===== src/rtl/alu_seq_ctrl.sv =====
// alu_seq_ctrl: issue/response sequencer in front of the alu datapath.
// Accepts one operation at a time (valid/ready), drives the ALU operands and
// opcode, and holds them across a multi-cycle multiply window. It owns the
// architectural HI/LO registers, answers C_MFHI/C_MFLO from them, and
// returns result/branch/flags on a valid/ready response channel.
//
// Ports:
//   clk, rst                         clock, synchronous active-high reset
//   req_valid/req_ready/req_*        issue request channel
//   alu_reg_a/b, alu_opsel,
//   alu_ir_shift                     registered drive into the alu
//   alu_result(_hi), alu_branch_taken,
//   alu_carry, alu_borrow            alu outputs sampled at end of EXEC
//   rsp_valid/rsp_ready/rsp_*        response channel
//   hi_q, lo_q                       architectural HI/LO
//   perf_op_count, perf_stall_count  performance counters
//
// Build option: define ALU_PERF_CNT_EN to implement the performance
// counters; when undefined both perf ports read 0 and no counter flops exist.

package alu_pkg;
    typedef enum logic [4:0] {
        C_NOP   = 5'd0,
        C_ADD_U = 5'd1,
        C_ADD   = 5'd2,
        C_SUB_U = 5'd3,
        C_SUB   = 5'd4,
        C_AND   = 5'd5,
        C_OR    = 5'd6,
        C_XOR   = 5'd7,
        C_NOR   = 5'd8,
        C_SLL   = 5'd9,
        C_SRL   = 5'd10,
        C_SRA   = 5'd11,
        C_SLT   = 5'd12,
        C_SLTU  = 5'd13,
        C_BEQ   = 5'd14,
        C_BNE   = 5'd15,
        C_MULT  = 5'd16,
        C_MUL_U = 5'd17,
        C_MFHI  = 5'd18,
        C_MFLO  = 5'd19
    } alu_sel_t;
endpackage

module alu_seq_ctrl
    import alu_pkg::*;
#(
    parameter int unsigned WIDTH       = 32,
    parameter int unsigned MULT_CYCLES = 4     // legal range 1..16
) (
    input  logic             clk,
    input  logic             rst,
    input  logic             req_valid,
    output logic             req_ready,
    input  alu_sel_t         req_op,
    input  logic [WIDTH-1:0] req_a,
    input  logic [WIDTH-1:0] req_b,
    input  logic [4:0]       req_shift,
    output logic [WIDTH-1:0] alu_reg_a,
    output logic [WIDTH-1:0] alu_reg_b,
    output alu_sel_t         alu_opsel,
    output logic [4:0]       alu_ir_shift,
    input  logic [WIDTH-1:0] alu_result,
    input  logic [WIDTH-1:0] alu_result_hi,
    input  logic             alu_branch_taken,
    input  logic             alu_carry,
    input  logic             alu_borrow,
    output logic             rsp_valid,
    input  logic             rsp_ready,
    output logic [WIDTH-1:0] rsp_result,
    output logic             rsp_branch_taken,
    output logic             rsp_carry,
    output logic             rsp_borrow,
    output logic [WIDTH-1:0] hi_q,
    output logic [WIDTH-1:0] lo_q,
    output logic [31:0]      perf_op_count,
    output logic [31:0]      perf_stall_count
);

    localparam int unsigned CNT_W = 4;

    typedef enum logic [1:0] {
        S_IDLE = 2'd0,
        S_EXEC = 2'd1,
        S_RESP = 2'd2
    } state_t;

    state_t           state_q,  state_d;
    logic [WIDTH-1:0] reg_a_q,  reg_a_d;
    logic [WIDTH-1:0] reg_b_q,  reg_b_d;
    alu_sel_t         opsel_q,  opsel_d;
    logic [4:0]       shift_q,  shift_d;
    logic [CNT_W-1:0] cnt_q,    cnt_d;
    logic [WIDTH-1:0] hi_d,     lo_d;
    logic             vld_q,    vld_d;
    logic [WIDTH-1:0] res_q,    res_d;
    logic             br_q,     br_d;
    logic             cy_q,     cy_d;
    logic             bo_q,     bo_d;
    logic             accept_c;
    logic             is_mult_c;

    // No skid buffer: ready only while idle and out of reset.
    assign req_ready = (state_q == S_IDLE) && !rst;
    assign accept_c  = req_valid && req_ready;
    assign is_mult_c = (opsel_q == C_MULT) || (opsel_q == C_MUL_U);

    // Next-state and datapath control.
    always_comb begin
        state_d = state_q;
        reg_a_d = reg_a_q;
        reg_b_d = reg_b_q;
        opsel_d = opsel_q;
        shift_d = shift_q;
        cnt_d   = cnt_q;
        hi_d    = hi_q;
        lo_d    = lo_q;
        vld_d   = vld_q;
        res_d   = res_q;
        br_d    = br_q;
        cy_d    = cy_q;
        bo_d    = bo_q;

        case (state_q)
            S_IDLE: begin
                if (accept_c) begin
                    reg_a_d = req_a;
                    reg_b_d = req_b;
                    opsel_d = req_op;
                    shift_d = req_shift;
                    if ((req_op == C_MFHI) || (req_op == C_MFLO)) begin
                        // HI/LO moves bypass the ALU entirely.
                        res_d   = (req_op == C_MFHI) ? hi_q : lo_q;
                        br_d    = 1'b0;
                        cy_d    = 1'b0;
                        bo_d    = 1'b0;
                        vld_d   = 1'b1;
                        state_d = S_RESP;
                    end else begin
                        if ((req_op == C_MULT) || (req_op == C_MUL_U)) begin
                            cnt_d = CNT_W'(MULT_CYCLES - 1);
                        end else begin
                            cnt_d = '0;
                        end
                        state_d = S_EXEC;
                    end
                end
            end
            S_EXEC: begin
                if (cnt_q != '0) begin
                    cnt_d = cnt_q - CNT_W'(1);
                end else begin
                    res_d = alu_result;
                    br_d  = alu_branch_taken;
                    cy_d  = alu_carry;
                    bo_d  = alu_borrow;
                    if (is_mult_c) begin
                        hi_d = alu_result_hi;
                        lo_d = alu_result;
                    end
                    vld_d   = 1'b1;
                    state_d = S_RESP;
                end
            end
            S_RESP: begin
                if (rsp_ready) begin
                    vld_d   = 1'b0;
                    opsel_d = C_NOP;
                    state_d = S_IDLE;
                end
            end
            default: begin
                state_d = S_IDLE;
            end
        endcase
    end

    // State and output registers.
    always_ff @(posedge clk) begin
        if (rst) begin
            state_q <= S_IDLE;
            reg_a_q <= '0;
            reg_b_q <= '0;
            opsel_q <= C_NOP;
            shift_q <= '0;
            cnt_q   <= '0;
            hi_q    <= '0;
            lo_q    <= '0;
            vld_q   <= 1'b0;
            res_q   <= '0;
            br_q    <= 1'b0;
            cy_q    <= 1'b0;
            bo_q    <= 1'b0;
        end else begin
            state_q <= state_d;
            reg_a_q <= reg_a_d;
            reg_b_q <= reg_b_d;
            opsel_q <= opsel_d;
            shift_q <= shift_d;
            cnt_q   <= cnt_d;
            hi_q    <= hi_d;
            lo_q    <= lo_d;
            vld_q   <= vld_d;
            res_q   <= res_d;
            br_q    <= br_d;
            cy_q    <= cy_d;
            bo_q    <= bo_d;
        end
    end

    assign alu_reg_a        = reg_a_q;
    assign alu_reg_b        = reg_b_q;
    assign alu_opsel        = opsel_q;
    assign alu_ir_shift     = shift_q;
    assign rsp_valid        = vld_q;
    assign rsp_result       = res_q;
    assign rsp_branch_taken = br_q;
    assign rsp_carry        = cy_q;
    assign rsp_borrow       = bo_q;

`ifdef ALU_PERF_CNT_EN
    logic [31:0] op_cnt_q,    op_cnt_d;
    logic [31:0] stall_cnt_q, stall_cnt_d;

    // Saturating counters: accepted requests and multiply wait cycles.
    always_comb begin
        op_cnt_d    = op_cnt_q;
        stall_cnt_d = stall_cnt_q;
        if (accept_c && (op_cnt_q != 32'hFFFF_FFFF)) begin
            op_cnt_d = op_cnt_q + 32'd1;
        end
        if ((state_q == S_EXEC) && (cnt_q != '0) && (stall_cnt_q != 32'hFFFF_FFFF)) begin
            stall_cnt_d = stall_cnt_q + 32'd1;
        end
    end

    always_ff @(posedge clk) begin
        if (rst) begin
            op_cnt_q    <= '0;
            stall_cnt_q <= '0;
        end else begin
            op_cnt_q    <= op_cnt_d;
            stall_cnt_q <= stall_cnt_d;
        end
    end

    assign perf_op_count    = op_cnt_q;
    assign perf_stall_count = stall_cnt_q;
`else
    assign perf_op_count    = 32'd0;
    assign perf_stall_count = 32'd0;
`endif

endmodule


===== config.mk =====
export PLATFORM = sky130hd
export DESIGN_NAME = alu_seq_ctrl
export DESIGN_NICKNAME = d
export VERILOG_FILES = /design/src/rtl/alu_seq_ctrl.sv
export SDC_FILE = /design/constraint.sdc
export NUM_CORES = 1
export LEC_CHECK = 0
export CAP_MARGIN = 40
export CORE_AREA = 2 2 189 98
export CTS_BUF_LIST = sky130_fd_sc_hd__clkbuf_8
export DETAILED_ROUTE_END_ITERATION = 16
export DIE_AREA = 0 0 191 100
export GPL_TIMING_DRIVEN = 1
export PLACE_DENSITY = 0.95
export SETUP_SLACK_MARGIN = 0.3
export SYNTH_ARGS = -nofsm -noshare
export SYNTH_HDL_FRONTEND = slang
export SYNTH_SLANG_ARGS = --single-unit

===== constraint.sdc =====
create_clock -name clk -period 3 [get_ports clk]
set_input_delay 0.9 -clock clk [delete_from_list [all_inputs] [get_ports clk]]
set_output_delay 0.9 -clock clk [all_outputs]
set_load 0.02 [all_outputs]

==> results of run 1 <==
==> through the flow <==
| stage | power [mW] | instances | cell area, um^2 | util |
|---|---|---|---|---|
| after floorplan | 3.36 | 1021 | 7990 | - |
| after global placement | 3.87 | 1455 | 10800 | 0.611 |
| after detailed placement | 3.90 | 1455 | 10800 | 0.611 |
| after CTS | 5.59 | 1487 | 11200 | 0.633 |
| after global routing | 5.81 | 1487 | 11200 | 0.633 |
| final | 5.56 | 1487 | 11200 | 0.633 |
==> worst max path at each step <==
| stage | start | end | slack [ps] | depth (start not counted) |
|---|---|---|---|---|
| floorplan | rst | req_ready | 380 | 4 |
| global placement | req_op[3] | rsp_result[3]$_SDFFE_PP0P_ | 260 | 6 |
| detailed placement | req_op[3] | rsp_result[8]$_SDFFE_PP0P_ | 180 | 6 |
| CTS | hi_q[30]$_SDFFE_PP0P_ | hi_q[30] | 550 | 1 |
| global route | hi_q[30]$_SDFFE_PP0P_ | hi_q[30] | 500 | 1 |
| finish | hi_q[30]$_SDFFE_PP0P_ | hi_q[30] | 580 | 1 |
==> state kept, by name, indices dropped and copies added, names as in the netlist <==
signal            cells
rsp_valid             1
alu_reg_a            32
rsp_carry             1
alu_ir_shift          5
lo_q                 32
alu_reg_b            32
hi_q                 32
rsp_result           32
rsp_branch_taken      1
rsp_borrow            1
state_q               2
alu_opsel             5
cnt_q                 4
==> report_power, final <==
group	switching, mW	total, mW	leakage [nW]	internal, mW
Combinational	0.679	1.24	2.33	0.558
Clock	0.912	1.71	0.197	0.796
Sequential	0.0899	2.62	1.47	2.53
Total	1.68	5.56	3.99	3.88
==> cell type report <==
type,count,area (um^2),area share
Timing Repair Buffer,335,3350,0.298
Clock buffer,19,262,0.0233
Sequential cell,180,3600,0.321
Clock inverter,13,146,0.0130
Inverter,3,11.3,0.00100
Multi-Input combinational cell,697,3560,0.317
Tap cell,240,300,0.0267
==> cell usage in the layout, fill, tap and decap left out, types with 3 or more instances in the layout <==
| master | netlist | layout |
|---|---|---|
| a22oi_1 | 4 | 4 |
| buf_4 | 65 | 14 |
| nand2b_1 | 103 | 103 |
| nand2_1 | 204 | 204 |
| clkbuf_8 | 0 | 19 |
| inv_1 | 3 | 3 |
| a32o_1 | 32 | 32 |
| dfxtp_1 | 180 | 179 |
| a21oi_1 | 75 | 75 |
| clkinvlp_4 | 0 | 4 |
| buf_12 | 0 | 3 |
| nand3_1 | 72 | 71 |
| nor2_1 | 10 | 10 |
| nor3_1 | 4 | 3 |
| conb_1 | 1 | 64 |
| clkdlybuf4s50_1 | 0 | 317 |
| o21ai_0 | 106 | 106 |
==> per-layer routing <==
layer | vias up | GRT usage | share of wire
li1 | 3628 | - | -
met1 | 3611 | 0.320 | 0.43
met2 | 362 | 0.421 | 0.47
met3 | 26 | 0.0815 | 0.095
met4 | 0 | 0.0650 | 0.011
met5 | - | 0 | 0
==> logic make-up (layout without fill, tap and decap cells) <==
| group | Yosys count | after routing | share of synthesized area |
|---|---|---|---|
| fa+ha+maj | 2 | 2 | 0.00323 |
| other cells | 1 | 64 | 0.000484 |
| buf+inv | 144 | 370 | 0.109 |
| flops | 180 | 180 | 0.465 |
| compound gates | 223 | 223 | 0.169 |
| mux | 1 | 1 | 0.00129 |
| simple gates | 407 | 407 | 0.252 |
==> results.md, run 1 <==
* Post-DRT Antenna Nets at 0
* Slew HR at 0.350
* WS Path Type: reg -> out
* Postcts setup bufs at 0
* Clock tree buffer depth at 2
* Initial DRT Pass Iterations at 5
* Hold Slack at 473 ps
* Reg clk slew, reported paths at 90 ps
* Crit path DAT at 1520 ps
* Crit. End Element: primary output
* Setup ws final at 579 ps
* Cts hold-fix bufs at 0
* Crit path cell chain: clkdlybuf4s50_1
* DR WL/cell at 16.8 um
* Drt drc at 0
* Post-synth EDFFs at 0
* H-tree depth at 4
* Initial antenna violation count at 0
* GRT overflow at 0
* Count leader, synth: nand2_1
* Leak at 3.99 nW
* Crit path required time at 2100 ps
* Largest net degree at the start of global routing at 96
* Routed vias at 7627
* Synth cell count leaders: nand2_1 (204), dfxtp_1 (180), o21ai_0 (106)
* Max Cap Viol at 0
* RSZ-0062 raised after global routing: false
* Final hold viol count at 0
* Top FF cell, synth: dfxtp_1
* Hold depth at 1
* Max Clock Skew at 17.5 ps
* Core area at 17700 um^2
* Synth warn at 0
* Worst skew pair latency at 440 ps
* Flops & latches, synth at 180
* CP delay by family, top: buffers and inverters
* Post-Synthesis Cells at 958
* Slowest CP cell: clkdlybuf4s50_1
* Worst slew pin tran at 976 ps
* Die W at 191 um
* Pins Over Slew Limit at 0
* CTS tree: built
* Sequential area share after synthesis at 0.465
* Pwr/cell area at 495 nW/um^2
* Cell Area, Synth at 7750 um^2
* Outcome: finished, final reports clean
* CP startpoint kind: register
* Layout cells sized above 1 at 0.0481
* FP Rows at 35
* CTS Sinks at 180
* Final setup violation count at 0
* Via density per instance at 5.13
* Critical Path Max Stage Delay at 640 ps
* GRT Overall Usage at 0.253
* Tcrit/Tclk final at 0.807
* CP Max Fanout at 3
* DRT Wirelength at 25000 um
* Min-delay src: rsp_result[3]$_SDFFE_PP0P_
* WHS Endpoint: rsp_result[3]$_SDFFE_PP0P_
* Crit path buf inv count at 1
* DP Wirelength at 17400 um
* R2r setup slk at 1000 ps
* Worst vdd ir at 0.340 mV
* Worst slack at placement at 184 ps
* Final #Nets at 1381
* Ant. Diodes at 0
* Initial Utilization at 0.437
* Die height at 100 um
* Routability congestion estimate at 0.838
* Ys async rst share at 0
* Final setup TNS at 0 ps
* Ports at 384
* Worst reg2reg endpoint: rsp_result[9]$_SDFFE_PP0P_
* Die area at 19100 um^2
* Reg2Reg Depth at 7
* CTS resizes at 1
* Hold Crit Class: reg -> reg
* Num CTS Buffers at 17
* Vias in the first global route at 7293
* Yosys top cell area share at 0.465
* Port bufs at 319
* Synthesized area per cell at 8.09 um^2
* Synth area leaders: dfxtp_1 (46%), nand2_1 (9.9%), nand2b_1 (8.3%)
* Fill cells at 1418
* Fin crit period at 2420 ps
* R2r startpoint: cnt_q[0]$_SDFFE_PP0P_
* First-pass GRT wire length at 38200 um
* Post-synth top area cell: dfxtp_1
* CTS Root Cell: clkbuf_8
* DR iter-0 viols at 477
* Fmax achieved at 413 MHz
* Area Overhead vs Synth at 44.9%
* Synth cell types at 35
Power figures use the tool's default switching activity.
==> run 2: changes to the inputs <==
--- a/config.mk
+++ b/config.mk
@@ -6,12 +6,12 @@
 export NUM_CORES = 1
 export LEC_CHECK = 0
 export CAP_MARGIN = 40
-export CORE_AREA = 2 2 189 98
+export CORE_AREA = 2 2 196 102
 export CTS_BUF_LIST = sky130_fd_sc_hd__clkbuf_8
 export DETAILED_ROUTE_END_ITERATION = 16
-export DIE_AREA = 0 0 191 100
+export DIE_AREA = 0 0 198 104
 export GPL_TIMING_DRIVEN = 1
-export PLACE_DENSITY = 0.95
+export PLACE_DENSITY = 0.94
 export SETUP_SLACK_MARGIN = 0.3
 export SYNTH_ARGS = -nofsm -noshare
 export SYNTH_HDL_FRONTEND = slang
==> constraint.sdc (replaced) <==
create_clock -name clk -period 2.4 [get_ports clk]
set_input_delay 0.72 -clock clk [delete_from_list [all_inputs] [get_ports clk]]
set_output_delay 0.72 -clock clk [all_outputs]
set_load 0.02 [all_outputs]
==> run 2 against run 1 <==
Against the previous run:
- count of clock-buffer cells in the layout decreased by 1
- final cell count increased by 2.5%
- wire length increased by 2.0%
- clock skew increased by 0.81 ps
- non-clock buffer count increased by 13
- design area about the same
- global-route usage decreased by 1.1 points
- critical path depth increased by 5
- critical path type is now in -> reg
- largest cell class unchanged
==> results.md, run 2 (synthesis results as in run 1) <==
* Layout cells sized above 1 at 0.0588
* Clock power share at 0.303
* DRT Wirelength at 25500 um
* Placed Area at 11100 um^2
* Crit path DAT at 2430 ps
* Final hold viol count at 0
* Final setup TNS at 0 ps
* Reg clk slew, reported paths at 100 ps
* End point of the critical path: cnt_q[0]$_SDFFE_PP0P_
* Final Total Pwr at 6.83 mW
* Most frequent cells in the layout: nand2_1 (204), dfxtp_1 (179), dlygate4sd2_1 (174)
* Pins Over Slew Limit at 0
* Finished Cell Area at 11200 um^2
* FP Rows at 36
* Layout Utilization at 0.592
* Crit path from: req_op[3]
* Fmax achieved at 486 MHz
* H-tree depth at 4
* Outcome: finished, final reports clean
* RSZ-0062 raised after global routing: false
* Initial antenna violation count at 0
* Setup ws final at 342 ps
* Sequential power share at 0.479
* CTS Sinks at 180
* Worst slack at placement at -110 ps
* Critical path depth at 6
* CTS Root Cell: clkbuf_8
* CP delay by family, top: buffers and inverters
* Slowest CP cell: or4bb_1
* Sw Share at 0.307
* Die W at 198 um
* Final setup violation count at 0
* Fin crit period at 2060 ps
* Reg2Reg Depth at 7
* Pwr/cell area at 608 nW/um^2
* Initial Utilization at 0.409
* GRT overflow at 0
* Die height at 104 um
* Post-DRT Antenna Nets at 0
* R2r setup slk at 450 ps
* Core area at 19000 um^2
* Worst vdd ir at 0.347 mV
* Slew HR at 0.394
* Largest net degree at the start of global routing at 105
* CTS tree: built
* DP Wirelength at 18600 um
* First-pass GRT wire length at 39700 um
* Postcts setup bufs at 0
* DR WL/cell at 16.7 um
* Pint at 4.73 mW
* Routed vias at 7709
* Fill cells at 1678
* GRT Overall Usage at 0.243
* Clock tree buffer depth at 2
* Drt drc at 0
* Worst reg2reg endpoint: hi_q[26]$_SDFFE_PP0P_
* Crit. End Element: register
* Die area at 20600 um^2
* CP Max Fanout at 4
* P_sw at 2.10 mW
* Vias in the first global route at 7571
* Hold Crit Class: reg -> reg
* Cts hold-fix bufs at 0
* Worst skew pair latency at 450 ps
* Crit path buf inv count at 2
* Max Clock Skew at 18.3 ps
* Worst slew pin tran at 909 ps
* Comb power frac at 0.217
* Leak at 4.84 nW
* Port bufs at 319
* Area Overhead vs Synth at 44.9%
* Crit path cell chain: clkdlybuf4s50_1, buf_4, or4bb_1, a22oi_1, o21ai_0, a21oi_1
* Hold Slack at 470 ps
* DR iter-0 viols at 465
* Routability congestion estimate at 0.851
* Inst Count DP at 1494
* R2r startpoint: cnt_q[0]$_SDFFE_PP0P_
* Final #Nets at 1394
* CP startpoint kind: primary input
* Min-delay src: lo_q[31]$_SDFFE_PP0P_
* Tcrit/Tclk final at 0.858
* Fin cells at 1524
* Ports at 384
* WS Path Type: in -> reg
* Ant. Diodes at 0
* Max Cap Viol at 0
* Initial DRT Pass Iterations at 5
* Critical Path Max Stage Delay at 550 ps
* Via density per instance at 5.06
* Num CTS Buffers at 17
* Crit path required time at 2770 ps
* Commonest non-fill, non-tap cell in the layout: nand2_1
[run 2: area by class of cell]
class	count	area, um^2	share of cell area
clock buffers	18	248	0.0221
inverters	3	11.3	0.00100
multi-input cells	697	3590	0.319
clock inverters	12	131	0.0117
flip-flops and latches	180	3600	0.321
repair buffers	348	3320	0.295
well taps	266	333	0.0296
[run 2: worst min path at each step]
stage / endpoint / slack, ps / cells past startpoint
after floorplan: cnt_q[1]$_SDFFE_PP0P_ / 450 / 2
after global placement: rsp_result[14]$_SDFFE_PP0P_ / 450 / 1
after detailed placement: lo_q[31]$_SDFFE_PP0P_ / 460 / 2
after CTS: lo_q[31]$_SDFFE_PP0P_ / 470 / 2
after global routing: rsp_result[12]$_SDFFE_PP0P_ / 490 / 1
final: lo_q[31]$_SDFFE_PP0P_ / 470 / 2
[run 2: repair_timing]
item / CTS / global route
gates resized for setup: 175 / 4
gates cloned: 0 / 0
setup endpoints to repair: 177 / 24
endpoints found under the hold margin: 0 / 0
[run 2: per-layer routing]
metal  GRT usage  routed length, um
met1       0.297              10300
met3      0.0833               2660
met5           0                  0
met4      0.0730                417
met2       0.402              12100
[run 2: tightest hold or removal path, delay by kind of cell, from the launching register on]
| kind | cells | cell delay, ps |
|---|---|---|
| compound gates | 1 | 50 |
| flops | 1 | 330 |
| simple gates | 1 | 50 |
[run 2: power by group through the flow]
stage / Clock, mW / Sequential, mW / Combinational (mW)
global placement: 0 / 3.34 / 1.56
floorplan: 0 / 3.53 / 0.682
global route: 2.23 / 3.29 / 1.59
detailed placement: 0 / 3.35 / 1.59
finish: 2.07 / 3.27 / 1.48
CTS: 2.12 / 3.27 / 1.48
==> run 3: changes to the inputs <==
--- a/config.mk
+++ b/config.mk
@@ -11,6 +11,7 @@
 export DETAILED_ROUTE_END_ITERATION = 16
 export DIE_AREA = 0 0 198 104
 export GPL_TIMING_DRIVEN = 1
+export HOLD_SLACK_MARGIN = 0.12
 export PLACE_DENSITY = 0.94
 export SETUP_SLACK_MARGIN = 0.3
 export SYNTH_ARGS = -nofsm -noshare
==> results of run 3 <==
Same layout as run 2: the final DEF is identical, and so are final timing and power.
